**src/rtl/sddac_interp_upsampler_pkg.sv**
```systemverilog
// Shared types, widths and default parameters for the sigma-delta DAC interpolating upsampler.
// The default ratio and divider macros can be overridden from the command line or a globals header.
`ifndef SDDAC_INTERP_RATIO_LOG2
`define SDDAC_INTERP_RATIO_LOG2 3
`endif
`ifndef SDDAC_INTERP_OUT_DIV
`define SDDAC_INTERP_OUT_DIV 64
`endif

package sddac_interp_upsampler_pkg;

  localparam int SAMPLE_W       = 18;
  localparam int DIFF_W         = SAMPLE_W + 1;
  localparam int DEF_RATIO_LOG2 = `SDDAC_INTERP_RATIO_LOG2;
  localparam int DEF_OUT_DIV    = `SDDAC_INTERP_OUT_DIV;

  typedef logic signed [SAMPLE_W-1:0] sample_t;
  typedef logic signed [DIFF_W-1:0]   diff_t;

  // One extra bit keeps the full-scale swing between two samples exact.
  function automatic diff_t seg_diff(input sample_t new_cur, input sample_t old_cur);
    diff_t n_s;
    diff_t o_s;
    n_s = {new_cur[SAMPLE_W-1], new_cur};
    o_s = {old_cur[SAMPLE_W-1], old_cur};
    return n_s - o_s;
  endfunction

endpackage

```
**src/rtl/sddac_interp_channel.sv**
```systemverilog
// Per-channel interpolation datapath: pending/cur/prev samples, slope accumulator and output register.
// Shared timing (tick, wrap, pending-valid) comes from the upsampler top.
module sddac_interp_channel
  import sddac_interp_upsampler_pkg::*;
#(
  parameter int RATIO_LOG2 = DEF_RATIO_LOG2
) (
  input  logic    clk,
  input  logic    reset,
  input  sample_t sample_in_i,
  input  logic    strobe_i,
  input  logic    pv_i,
  input  logic    tick_i,
  input  logic    wrap_i,
  output sample_t sample_out_o
);

  localparam int ACC_W = DIFF_W + RATIO_LOG2;

  sample_t prev_q, prev_d;
  sample_t cur_q, cur_d;
  sample_t pending_q, pending_d;
  sample_t out_q, out_d;
  sample_t new_cur_s;
  diff_t   diff_q, diff_d;
  logic signed [ACC_W-1:0] acc_q, acc_d;

  // A strobe landing on the wrap cycle bypasses pending straight into cur.
  always_comb begin
    if (strobe_i) begin
      new_cur_s = sample_in_i;
    end else if (pv_i) begin
      new_cur_s = pending_q;
    end else begin
      new_cur_s = cur_q;
    end
  end

  always_comb begin
    prev_d    = prev_q;
    cur_d     = cur_q;
    pending_d = pending_q;
    acc_d     = acc_q;
    diff_d    = diff_q;
    out_d     = out_q;
    if (strobe_i) begin
      pending_d = sample_in_i;
    end else begin
      pending_d = pending_q;
    end
    if (tick_i) begin
      out_d = acc_q[RATIO_LOG2 +: SAMPLE_W];
      if (wrap_i) begin
        prev_d = cur_q;
        cur_d  = new_cur_s;
        acc_d  = {prev_d[SAMPLE_W-1], prev_d, {RATIO_LOG2{1'b0}}};
        diff_d = seg_diff(new_cur_s, prev_d);
      end else begin
        acc_d = acc_q + {{RATIO_LOG2{diff_q[DIFF_W-1]}}, diff_q};
      end
    end else begin
      out_d = out_q;
    end
  end

  always_ff @(posedge clk or posedge reset) begin
    if (reset) begin
      prev_q    <= '0;
      cur_q     <= '0;
      pending_q <= '0;
      acc_q     <= '0;
      diff_q    <= '0;
      out_q     <= '0;
    end else begin
      prev_q    <= prev_d;
      cur_q     <= cur_d;
      pending_q <= pending_d;
      acc_q     <= acc_d;
      diff_q    <= diff_d;
      out_q     <= out_d;
    end
  end

  assign sample_out_o = out_q;

endmodule

```
**src/rtl/sddac_interp_upsampler.sv**
```systemverilog
// Stereo linear-interpolation upsampler feeding the sigma-delta DAC: output divider, phase counter,
// request/strobe handshake and sticky underrun/overrun flags around two channel datapaths.
module sddac_interp_upsampler
  import sddac_interp_upsampler_pkg::*;
#(
  parameter int RATIO_LOG2 = DEF_RATIO_LOG2,
  parameter int OUT_DIV    = DEF_OUT_DIV
) (
  input  logic    clk,
  input  logic    reset,
  input  sample_t sample_in_l,
  input  sample_t sample_in_r,
  input  logic    sample_in_rdy,
  output logic    sample_req,
  output sample_t sample_out_l,
  output sample_t sample_out_r,
  output logic    sample_out_rdy,
  output logic    underrun,
  output logic    overrun
);

  localparam int DIV_W = (OUT_DIV > 1) ? $clog2(OUT_DIV) : 1;
  localparam logic [DIV_W-1:0]      DIV_LAST = DIV_W'(OUT_DIV - 1);
  localparam logic [RATIO_LOG2-1:0] K_LAST   = {RATIO_LOG2{1'b1}};

  logic [DIV_W-1:0]      div_cnt_q, div_cnt_d;
  logic [RATIO_LOG2-1:0] k_q, k_d;
  logic pv_q, pv_d;
  logic started_q, started_d;
  logic req_q, req_d;
  logic rdy_q, rdy_d;
  logic underrun_q, underrun_d;
  logic overrun_q, overrun_d;
  logic tick_s, wrap_s;

  assign tick_s = (div_cnt_q == DIV_LAST);
  assign wrap_s = tick_s && (k_q == K_LAST);

  // started_q gives the single request on the first clock after reset release.
  always_comb begin
    div_cnt_d  = div_cnt_q;
    k_d        = k_q;
    pv_d       = pv_q;
    started_d  = 1'b1;
    req_d      = wrap_s | ~started_q;
    rdy_d      = tick_s;
    overrun_d  = overrun_q | (sample_in_rdy & pv_q);
    underrun_d = underrun_q | (wrap_s & ~sample_in_rdy & ~pv_q);
    if (tick_s) begin
      div_cnt_d = '0;
      if (wrap_s) begin
        k_d = '0;
      end else begin
        k_d = k_q + RATIO_LOG2'(1);
      end
    end else begin
      div_cnt_d = div_cnt_q + DIV_W'(1);
    end
    if (wrap_s) begin
      pv_d = 1'b0;
    end else if (sample_in_rdy) begin
      pv_d = 1'b1;
    end else begin
      pv_d = pv_q;
    end
  end

  always_ff @(posedge clk or posedge reset) begin
    if (reset) begin
      div_cnt_q  <= '0;
      k_q        <= '0;
      pv_q       <= 1'b0;
      started_q  <= 1'b0;
      req_q      <= 1'b0;
      rdy_q      <= 1'b0;
      underrun_q <= 1'b0;
      overrun_q  <= 1'b0;
    end else begin
      div_cnt_q  <= div_cnt_d;
      k_q        <= k_d;
      pv_q       <= pv_d;
      started_q  <= started_d;
      req_q      <= req_d;
      rdy_q      <= rdy_d;
      underrun_q <= underrun_d;
      overrun_q  <= overrun_d;
    end
  end

  sddac_interp_channel #(.RATIO_LOG2(RATIO_LOG2)) u_chan_l (
    .clk          (clk),
    .reset        (reset),
    .sample_in_i  (sample_in_l),
    .strobe_i     (sample_in_rdy),
    .pv_i         (pv_q),
    .tick_i       (tick_s),
    .wrap_i       (wrap_s),
    .sample_out_o (sample_out_l)
  );

  sddac_interp_channel #(.RATIO_LOG2(RATIO_LOG2)) u_chan_r (
    .clk          (clk),
    .reset        (reset),
    .sample_in_i  (sample_in_r),
    .strobe_i     (sample_in_rdy),
    .pv_i         (pv_q),
    .tick_i       (tick_s),
    .wrap_i       (wrap_s),
    .sample_out_o (sample_out_r)
  );

  assign sample_req     = req_q;
  assign sample_out_rdy = rdy_q;
  assign underrun       = underrun_q;
  assign overrun        = overrun_q;

endmodule

```
**config.mk**
```make
export PLATFORM = sky130hd
export DESIGN_NAME = sddac_interp_upsampler
export DESIGN_NICKNAME = d
export VERILOG_FILES = /design/src/rtl/sddac_interp_upsampler_pkg.sv /design/src/rtl/sddac_interp_channel.sv /design/src/rtl/sddac_interp_upsampler.sv
export SDC_FILE = /design/constraint.sdc
export NUM_CORES = 1
export LEC_CHECK = 0
export CAP_MARGIN = 20
export CORE_ASPECT_RATIO = 1.2
export CORE_MARGIN = 2
export CORE_UTILIZATION = 35
export CTS_CLUSTER_DIAMETER = 60
export DETAILED_ROUTE_END_ITERATION = 8
export PLACE_DENSITY_LB_ADDON = 0.3
export SLEW_MARGIN = 20
export SYNTH_ARGS = -nofsm -noshare
export SYNTH_HDL_FRONTEND = slang
export SYNTH_SLANG_ARGS = --single-unit
```
**constraint.sdc**
```tcl
create_clock -name clk -period 6.75 [get_ports clk]
set_clock_uncertainty 0.05 [all_clocks]
set_input_delay 1.0125 -clock clk [delete_from_list [all_inputs] [get_ports clk]]
set_output_delay 1.0125 -clock clk [all_outputs]
set_load 0.02 [all_outputs]
```
==> results.json, run 1 <==
{
  "grt.overflow.total": 0,
  "final_cells": 1825,
  "slew_violations": 0,
  "yosysUniqueCellTypes": 63,
  "netlist.area_leader.share_pct": 42.9,
  "powerDensity_nw_per_um2": 218,
  "finalCriticalPeriod_ns": 4.04,
  "final_core_util_pct": 41.8,
  "final_cell_mix": "241 x nand2_1, 202 x dfrtp_1, 164 x o21ai_0, 87 x inv_1, 78 x ha_1",
  "first_pass_iters": 4,
  "synthCells": 1303,
  "timing.final.crit_share_pct": 59.9,
  "clk_latency_ns": 0.53,
  "timing.hold.ws_ns": 0.352,
  "use_met3_pct": 2.15,
  "die_h_microns": 205,
  "grt_first_pass_wirelength_mm": 46.3,
  "ctsHtreeMaxLevel": 1,
  "fill_cells": 3289,
  "total_power_mw": 3.03,
  "antennaDiodeCount": 0,
  "final_nets": 1481,
  "cts_sinks": 203,
  "syn_to_final_growth_pct": 17.5,
  "drc": 0,
  "dieArea_sq_um": 35300,
  "synth_flop_cell": "dfrtp_1",
  "yosysWarnings": 0,
  "die_w_microns": 172,
  "tritoncts": "yes",
  "placed_area_sq_um": 13100,
  "setup-violations-final": 0,
  "root_buffer": "clkbuf_16",
  "synth_area_leaders": "dfrtp_1 43%, ha_1 8.3%, nand2_1 7.7%",
  "setup_tns_ns": 0,
  "io_buffers": 78,
  "status": "finished, final reports clean",
  "dp_cells": 1784,
  "cp_data_required_time_ns": 7.08,
  "grt_pass1_vias": 8933,
  "rsz0062_at_grt": "false",
  "io_pins": 79,
  "use_met2_pct": 24.1,
  "vias": 9124,
  "end_kind": "register",
  "cp-start-kind": "register",
  "final_common_cell": "nand2_1",
  "synth-seq-cells": 203,
  "reg2reg_from": "pv_q",
  "startpoint": "pv_q",
  "yosysTopAreaCell": "dfrtp_1",
  "num_rows": 73,
  "busiest_layer": "met1",
  "drive_gt1_share_pct": 7.71,
  "ir_drop_mv": 0.122,
  "cts_setup_buffers": 0,
  "fin_ws_ns": 2.71,
  "start_util_pct": 35.6,
  "numCtsBuffers": 23,
  "holdCritPathClass": "register to register",
  "synth_area_per_cell_sq_um": 9.09,
  "wl_per_cell_microns": 15.4,
  "ctsHoldBuffers": 0,
  "synthesis.nets": 1425,
  "worstPathArrival_ns": 4.37,
  "hold_start": "started_q",
  "finalHoldViolations": 0,
  "relSlewSlack_pct": 28.7,
  "coreArea_sq_um": 33200,
  "fmax_mhz": 247,
  "synth_area_sq_um": 11800,
  "postRouteAntennaNets": 0,
  "drv_cap": 0,
  "dp_slack_ns": 2.50,
  "worstSetupPathType": "register to register",
  "antenna_found_initial": 0,
  "totalWireLength_mm": 28.0,
  "path_max_fanout": 20,
  "worstMarginPinSlew_ns": 1.07,
  "clock_path_buffers": 3,
  "place_congestion": 0.868,
  "grt_use_met1_pct": 24.1,
  "power_leakage_nw": 7.02,
  "fin_area_sq_um": 13900,
  "clk_pin_slew_worst_paths_ns": 0.06,
  "drt_iter0_drc": 578,
  "synth_edf_count": 0,
  "synthArstFlopShare_pct": 100,
  "cts_resized": 0,
  "seq_area_frac_synth_pct": 42.9,
  "hpwl_mm": 19.9,
  "gr-usage-all-layers_pct": 16.2,
  "avgViaCountPerCell": 5.00,
  "grt_max_degree": 108
}
power by group:
group,internal [mW],switching (mW),total [mW]
logic,0.150,0.200,0.350
clock network,0.879,0.517,1.40
registers,1.25,0.0328,1.28
total,2.28,0.750,3.03
flip-flops by register name, indices dropped and copies added, names as in the netlist:
| register | count |
|---|---|
| sample_req | 1 |
| pv_q | 1 |
| u_chan_l.cur_q | 18 |
| started_q | 1 |
| u_chan_r.cur_q | 18 |
| u_chan_l.acc_q | 21 |
| u_chan_r.acc_q | 21 |
| div_cnt_q | 6 |
| sample_out_rdy | 1 |
| k_q | 3 |
| underrun | 1 |
| u_chan_r.sample_out_o | 18 |
| u_chan_l.pending_q | 18 |
| u_chan_l.diff_q | 19 |
| u_chan_r.diff_q | 19 |
| u_chan_r.pending_q | 18 |
| u_chan_l.sample_out_o | 18 |
| overrun | 1 |
final timing paths:
path / end / slack (ns) / cells past startpoint
max: u_chan_r.diff_q[14] / 2.71 / 16
min in group asynchronous: u_chan_r.sample_out_o[10] / 0.97 / 2
min reg2reg: sample_req / 0.35 / 1
max reg2reg: u_chan_r.diff_q[14] / 2.71 / 16
max in group asynchronous: u_chan_r.acc_q[18] / 4.43 / 3
min: sample_req / 0.35 / 1
critical path: stages, from the launching register on:
cell and delay [ns]:
dfrtp_2 0.76, buf_4 0.46, mux2i_1 0.23, nor2_1 0.05, a21oi_1 0.19, ha_1 0.18, inv_1 0.06, fa_1 0.40
a21o_1 0.21, a21oi_2 0.21, o21ai_2 0.09, a41oi_2 0.27, o21ai_1 0.14, a21o_1 0.20, a21oi_1 0.16, xor2_1 0.16
o21ai_1 0.07
synthesized netlist by cell type, types with 6 or more instances:
| cell type | number |
|---|---|
| nand2_1 | 242 |
| dfrtp_1 | 203 |
| o21ai_0 | 164 |
| inv_1 | 89 |
| ha_1 | 79 |
| a21oi_1 | 71 |
| mux2i_1 | 46 |
| clkbuf_1 | 45 |
| nor2_1 | 44 |
| mux2_2 | 38 |
| xnor2_1 | 37 |
| a21o_1 | 30 |
| xor2_1 | 27 |
| nand3_1 | 16 |
| and3_1 | 14 |
| nand2b_1 | 14 |
| o21a_1 | 13 |
| a31oi_1 | 10 |
| nor2b_1 | 10 |
| buf_1 | 8 |
| nor3_1 | 8 |
| o21ai_1 | 8 |
| a211o_1 | 7 |
| a211oi_1 | 6 |
logic make-up (layout without fill, tap and decap cells):
kind of cell	after synthesis	count (layout)	share of synthesized area (%)
AND/OR/NAND/NOR	368	368	13.3
AO/OA/AOI/OAI	355	355	17.9
flip-flops	203	203	42.9
buffers and inverters	145	217	4.63
multiplexers	84	84	7.50
adder cells (fa/ha/maj)	83	83	9.02
XOR/XNOR	64	64	4.73
other	1	1	0.0317
layout make-up:
| class | instances | area (sq um) | share of cell area, % |
|---|---|---|---|
| timing repair buffer | 87 | 843 | 6.06 |
| clock buffer | 30 | 662 | 4.76 |
| tap | 450 | 563 | 4.05 |
| sequential | 203 | 5080 | 36.5 |
| clock inverter | 11 | 184 | 1.32 |
| multi-input combinational | 955 | 6240 | 44.8 |
| inverter | 89 | 342 | 2.46 |
per-layer routing:
metal	vias to the layer above	wire length [microns]
met5	-	0
met4	0	716
met3	49	957
met2	123	11900
met1	4345	14500
li1	4607	-
(Power assumes the default switching activity.)
==> run 2: changes to the inputs <==
Clock period 6.75 ns to 3.91 ns, I/O delays scaled along.
==> results.json, run 2 (synthesis gave the netlist of run 1 again) <==
{
  "grt_max_degree": 87,
  "status": "finished, final reports clean",
  "wl_per_cell_microns": 15.3,
  "total_power_mw": 4.90,
  "totalWireLength_mm": 27.9,
  "start_util_pct": 35.6,
  "fmax_mhz": 292,
  "postRouteAntennaNets": 0,
  "worstSetupPathType": "register to register",
  "io_buffers": 78,
  "hpwl_mm": 20.3,
  "ctsHoldBuffers": 0,
  "end_kind": "register",
  "ir_drop_mv": 0.170,
  "avgViaCountPerCell": 4.99,
  "clk_pin_slew_worst_paths_ns": 0.06,
  "drv_cap": 0,
  "worstPathArrival_ns": 3.78,
  "grt_pass1_vias": 8959,
  "finalHoldViolations": 0,
  "numCtsBuffers": 23,
  "slowest_stage": "dfrtp_2",
  "holdCritPathClass": "register to register",
  "cts_setup_buffers": 0,
  "met1_length_mm": 14.4,
  "crit_path_frequent_cell": "o21ai_1",
  "tritoncts": "yes",
  "relSlewSlack_pct": 44.4,
  "antenna_found_initial": 0,
  "path_cells": "buf_4 -> mux2i_1 -> o21ai_0 -> ha_1 -> a2111oi_0 -> o21ai_1 -> a41o_1 -> a31o_1 -> a21oi_2 -> o2bb2ai_1 -> xor2_1 -> o21ai_1",
  "clk_latency_ns": 0.52,
  "worstMarginPinSlew_ns": 0.834,
  "syn_to_final_growth_pct": 17.2,
  "vias": 9139,
  "wl_met2_mm": 12.0,
  "cp-start-kind": "register",
  "crit_buf_inv": 1,
  "wl_met3_mm": 1.03,
  "final_cell_mix": "241 x nand2_1, 202 x dfrtp_1, 164 x o21ai_0, 87 x inv_1, 78 x ha_1",
  "num_rows": 73,
  "drt_iter0_drc": 448,
  "die_w_microns": 172,
  "final_common_cell": "nand2_1",
  "cp_data_required_time_ns": 4.26,
  "first_pass_iters": 5,
  "setup-violations-final": 0,
  "antennaDiodeCount": 0,
  "cp_top_family": "compound AO/OA/AOI/OAI gates",
  "dieArea_sq_um": 35300,
  "clock_path_buffers": 3,
  "rsz0062_at_grt": "false",
  "gr-usage-all-layers_pct": 16.0,
  "die_h_microns": 205,
  "powerDensity_nw_per_um2": 353,
  "place_congestion": 0.857,
  "drc": 0,
  "cts_sinks": 203,
  "io_pins": 79,
  "worst_path_largest_cell_delay_ns": 0.48,
  "setup_tns_ns": 0,
  "path_max_fanout": 15,
  "drive_gt1_share_pct": 7.83,
  "top_regs": "u_chan_l.acc_q x21, u_chan_r.acc_q x21",
  "slew_violations": 0,
  "finalCriticalPeriod_ns": 3.43,
  "coreArea_sq_um": 33200,
  "cts_resized": 0,
  "ctsHtreeMaxLevel": 1,
  "grt_first_pass_wirelength_mm": 45.6,
  "timing.final.crit_share_pct": 87.7,
  "power_leakage_nw": 6.99,
  "grt.overflow.total": 0,
  "final_nets": 1489,
  "highest_layer": "met4",
  "root_buffer": "clkbuf_16"
}
-- run 2: cell types whose count changed in the layout (fill, tap and decap cells not counted), sizes merged --
cell,change
inv,-1
buf,+8
clkinvlp,+4
clkinv,-2
bufinv,-4
-- run 2: per-stage QoR --
stage	hold WS, ns	setup WS, ns	util (%)	cells	cell area [sq um]
4_1_cts	0.352	0.503	41.8	1830	13900
6_report	0.347	0.481	41.8	1830	13900
3_3_place_gp	0.336	0.306	39.6	1792	13200
3_5_place_dp	0.345	0.312	39.6	1792	13200
2_1_floorplan	0.332	0.215	-	1303	11800
5_1_grt	0.362	0.176	41.8	1830	13900
-- run 2: metal layers --
metal  vias to the layer above  global-route usage (%)
met5                         -                       0
met4                         0                    4.71
met3                        36                    1.77
met2                       144                    24.9
met1                      4320                    23.4
li1                       4639                       -
-- run 2: final cells by class --
cell class	count	area, sq um
Tap cell	450	563
Fill cell	3291	19400
Inverter	89	338
Sequential cell	203	5080
Timing Repair Buffer	95	953
Clock inverter	8	78.8
Multi-Input combinational cell	955	6240
Clock buffer	30	632
-- run 2: path summary, 6_finish.rpt --
| kind | cells after the start | start | slack, ns | endpoint |
|---|---|---|---|---|
| max reg2reg | 12 | pv_q | 0.48 | u_chan_l.diff_q[16] |
| max in group asynchronous | 3 | reset | 2.48 | u_chan_r.cur_q[3] |
| min reg2reg | 1 | started_q | 0.35 | sample_req |
| min | 1 | started_q | 0.35 | sample_req |
| min in group asynchronous | 2 | reset | 0.49 | u_chan_r.acc_q[10] |
| max | 12 | pv_q | 0.48 | u_chan_l.diff_q[16] |
-- run 2: worst register-to-register path, delay by kind of cell, from the launching register on --
kind / cells / cell delay (ns)
compound gates: 8 / 1.83
xor+xnor: 1 / 0.16
fa+ha+maj: 1 / 0.35
buf+inv: 1 / 0.32
flops: 1 / 0.48
mux: 1 / 0.13
-- run 2: power by group --
| group | leakage (nW) | switching [mW] | internal [mW] |
|---|---|---|---|
| sequential | 2.44 | 0.0559 | 2.16 |
| combinational | 4.20 | 0.341 | 0.267 |
| clock | 0.342 | 0.869 | 1.20 |
==> run 3: changes to the inputs <==
Settings changed: CORE_UTILIZATION 35 to 58.
==> results.json, run 3 (synthesis gave the netlist of run 1 again) <==
{
  "hpwl_mm": 18.3,
  "highest_layer": "met4",
  "grt.overflow.total": 0,
  "fmax_mhz": 283,
  "cp_num_cells": 13,
  "worstPathArrival_ns": 3.83,
  "drv_cap": 0,
  "cp_data_required_time_ns": 4.21,
  "grt_first_pass_wirelength_mm": 43.8,
  "totalWireLength_mm": 25.8,
  "wl_per_cell_microns": 15.8,
  "final_cell_mix": "241 x nand2_1, 202 x dfrtp_1, 164 x o21ai_0, 87 x inv_1, 78 x ha_1",
  "relSlewSlack_pct": 33.6,
  "met1_length_mm": 12.5,
  "vias": 9293,
  "avgViaCountPerCell": 5.67,
  "wl_met3_mm": 1.35,
  "rr_worst_depth": 13,
  "ir_drop_mv": 0.303,
  "holdCritPathClass": "register to register",
  "worstSetupPathType": "register to register",
  "antenna_found_initial": 0,
  "multi_input_area_sq_um": 6240,
  "rsz0062_at_grt": "false",
  "drc": 0,
  "finalCriticalPeriod_ns": 3.53,
  "clock_path_buffers": 3,
  "reg2reg_to": "u_chan_r.diff_q[14]",
  "cts_sinks": 203,
  "final_core_util_pct": 67.8,
  "fin_ws_ns": 0.381,
  "regArea_sq_um": 5080,
  "worstMarginPinSlew_ns": 0.995,
  "cts_setup_buffers": 0,
  "die_w_microns": 134,
  "io_pins": 79,
  "numCtsBuffers": 21,
  "crit_end": "u_chan_r.diff_q[14]",
  "coreArea_sq_um": 20100,
  "drt_iter0_drc": 696,
  "syn_to_final_growth_pct": 15.1,
  "timing.final.crit_share_pct": 90.3,
  "top_regs": "u_chan_l.acc_q x21, u_chan_r.acc_q x21",
  "dp_slack_ns": 0.158,
  "num_rows": 57,
  "first_pass_iters": 5,
  "powerDensity_nw_per_um2": 363,
  "dieArea_sq_um": 21600,
  "fill_cells": 1593,
  "setup-violations-final": 0,
  "crit_buf_inv": 2,
  "finalHoldViolations": 0,
  "grt_pass1_vias": 9042,
  "cp-start-kind": "register",
  "start_util_pct": 58.9,
  "power_leakage_nw": 6.97,
  "end_kind": "register",
  "root_buffer": "clkbuf_16",
  "place_congestion": 0.951,
  "slowest_stage": "a2111oi_0",
  "slew_violations": 0,
  "grt_max_degree": 125,
  "cts_resized": 0,
  "tritoncts": "yes",
  "antennaDiodeCount": 0,
  "final_nets": 1481,
  "status": "finished, final reports clean",
  "reg2reg_from": "pv_q",
  "rrSetupSlack_ns": 0.38,
  "clk_latency_ns": 0.50,
  "drive_gt1_share_pct": 7.50,
  "path_cells": "buf_4 -> buf_4 -> mux2i_1 -> o21ai_0 -> ha_1 -> a2111oi_0 -> o21ai_2 -> a41oi_2 -> o21ai_1 -> a21o_1 -> a21oi_1 -> xor2_1 -> o21ai_1",
  "wl_met2_mm": 11.5,
  "ctsHtreeMaxLevel": 1,
  "gr-usage-all-layers_pct": 24.6,
  "postRouteAntennaNets": 0,
  "startpoint": "pv_q",
  "cp_top_family": "compound AO/OA/AOI/OAI gates",
  "clk_pin_slew_worst_paths_ns": 0.06,
  "die_h_microns": 161,
  "io_buffers": 78,
  "worst_path_largest_cell_delay_ns": 0.61,
  "path_max_fanout": 13,
  "ctsHoldBuffers": 0,
  "setup_tns_ns": 0,
  "final_common_cell": "nand2_1"
}
## run 3: cell types whose count changed in the layout (fill, tap and decap cells not counted), sizes merged
cell / change
buf: -6
clkbuf: -4
bufinv: +3
clkinv: +2
clkinvlp: -1
inv: -1
## run 3: per-stage QoR
stage	instance area [sq um]	std cells	power, mW	hold WS, ns
2_1_floorplan	11800	1303	2.67	0.332
3_3_place_gp	12900	1601	2.83	0.340
3_5_place_dp	12900	1601	2.85	0.337
4_1_cts	13600	1638	4.99	0.339
5_1_grt	13600	1638	5.15	0.365
6_report	13600	1638	4.95	0.341
## run 3: metal layers
metal  global-route usage, %  vias to the layer above
met2                    37.6                      237
li1                        -                     4619
met3                    3.19                       39
met5                       0                        -
met1                    37.3                     4398
met4                    6.27                        0
## run 3: worst register-to-register path, delay by kind of cell, from the launching register on
family                     cells  cell delay, ns
buffers and inverters          2            0.47
muxes                          1            0.21
AOI/OAI and AO/OA              8            1.73
DFF                            1            0.40
xor gates and xnor gates       1            0.16
adders and majority gates      1            0.37
## run 3: worst min path at each step
stage / startpoint / to / slack, ns / depth (start not counted)
2_1_floorplan: started_q / sample_req / 0.33 / 1
3_3_place_gp: started_q / sample_req / 0.34 / 1
3_5_place_dp: started_q / sample_req / 0.34 / 1
4_1_cts: started_q / sample_req / 0.34 / 1
5_1_grt: started_q / sample_req / 0.37 / 1
6_report: started_q / sample_req / 0.34 / 1
## run 3: final cells by class
cell class / count / area share [%]
multi-input combinational: 955 / 45.8
sequential: 203 / 37.3
timing repair buffer: 89 / 6.66
clock buffer: 26 / 4.21
inverter: 89 / 2.48
tap: 265 / 2.43
clock inverter: 11 / 1.18
## run 3: where the power goes
part	leakage (nW)	internal, mW	switching, mW
Sequential	2.44	2.16	0.0573
Clock	0.359	1.31	0.827
Combinational	4.17	0.262	0.341
Total	6.97	3.73	1.23
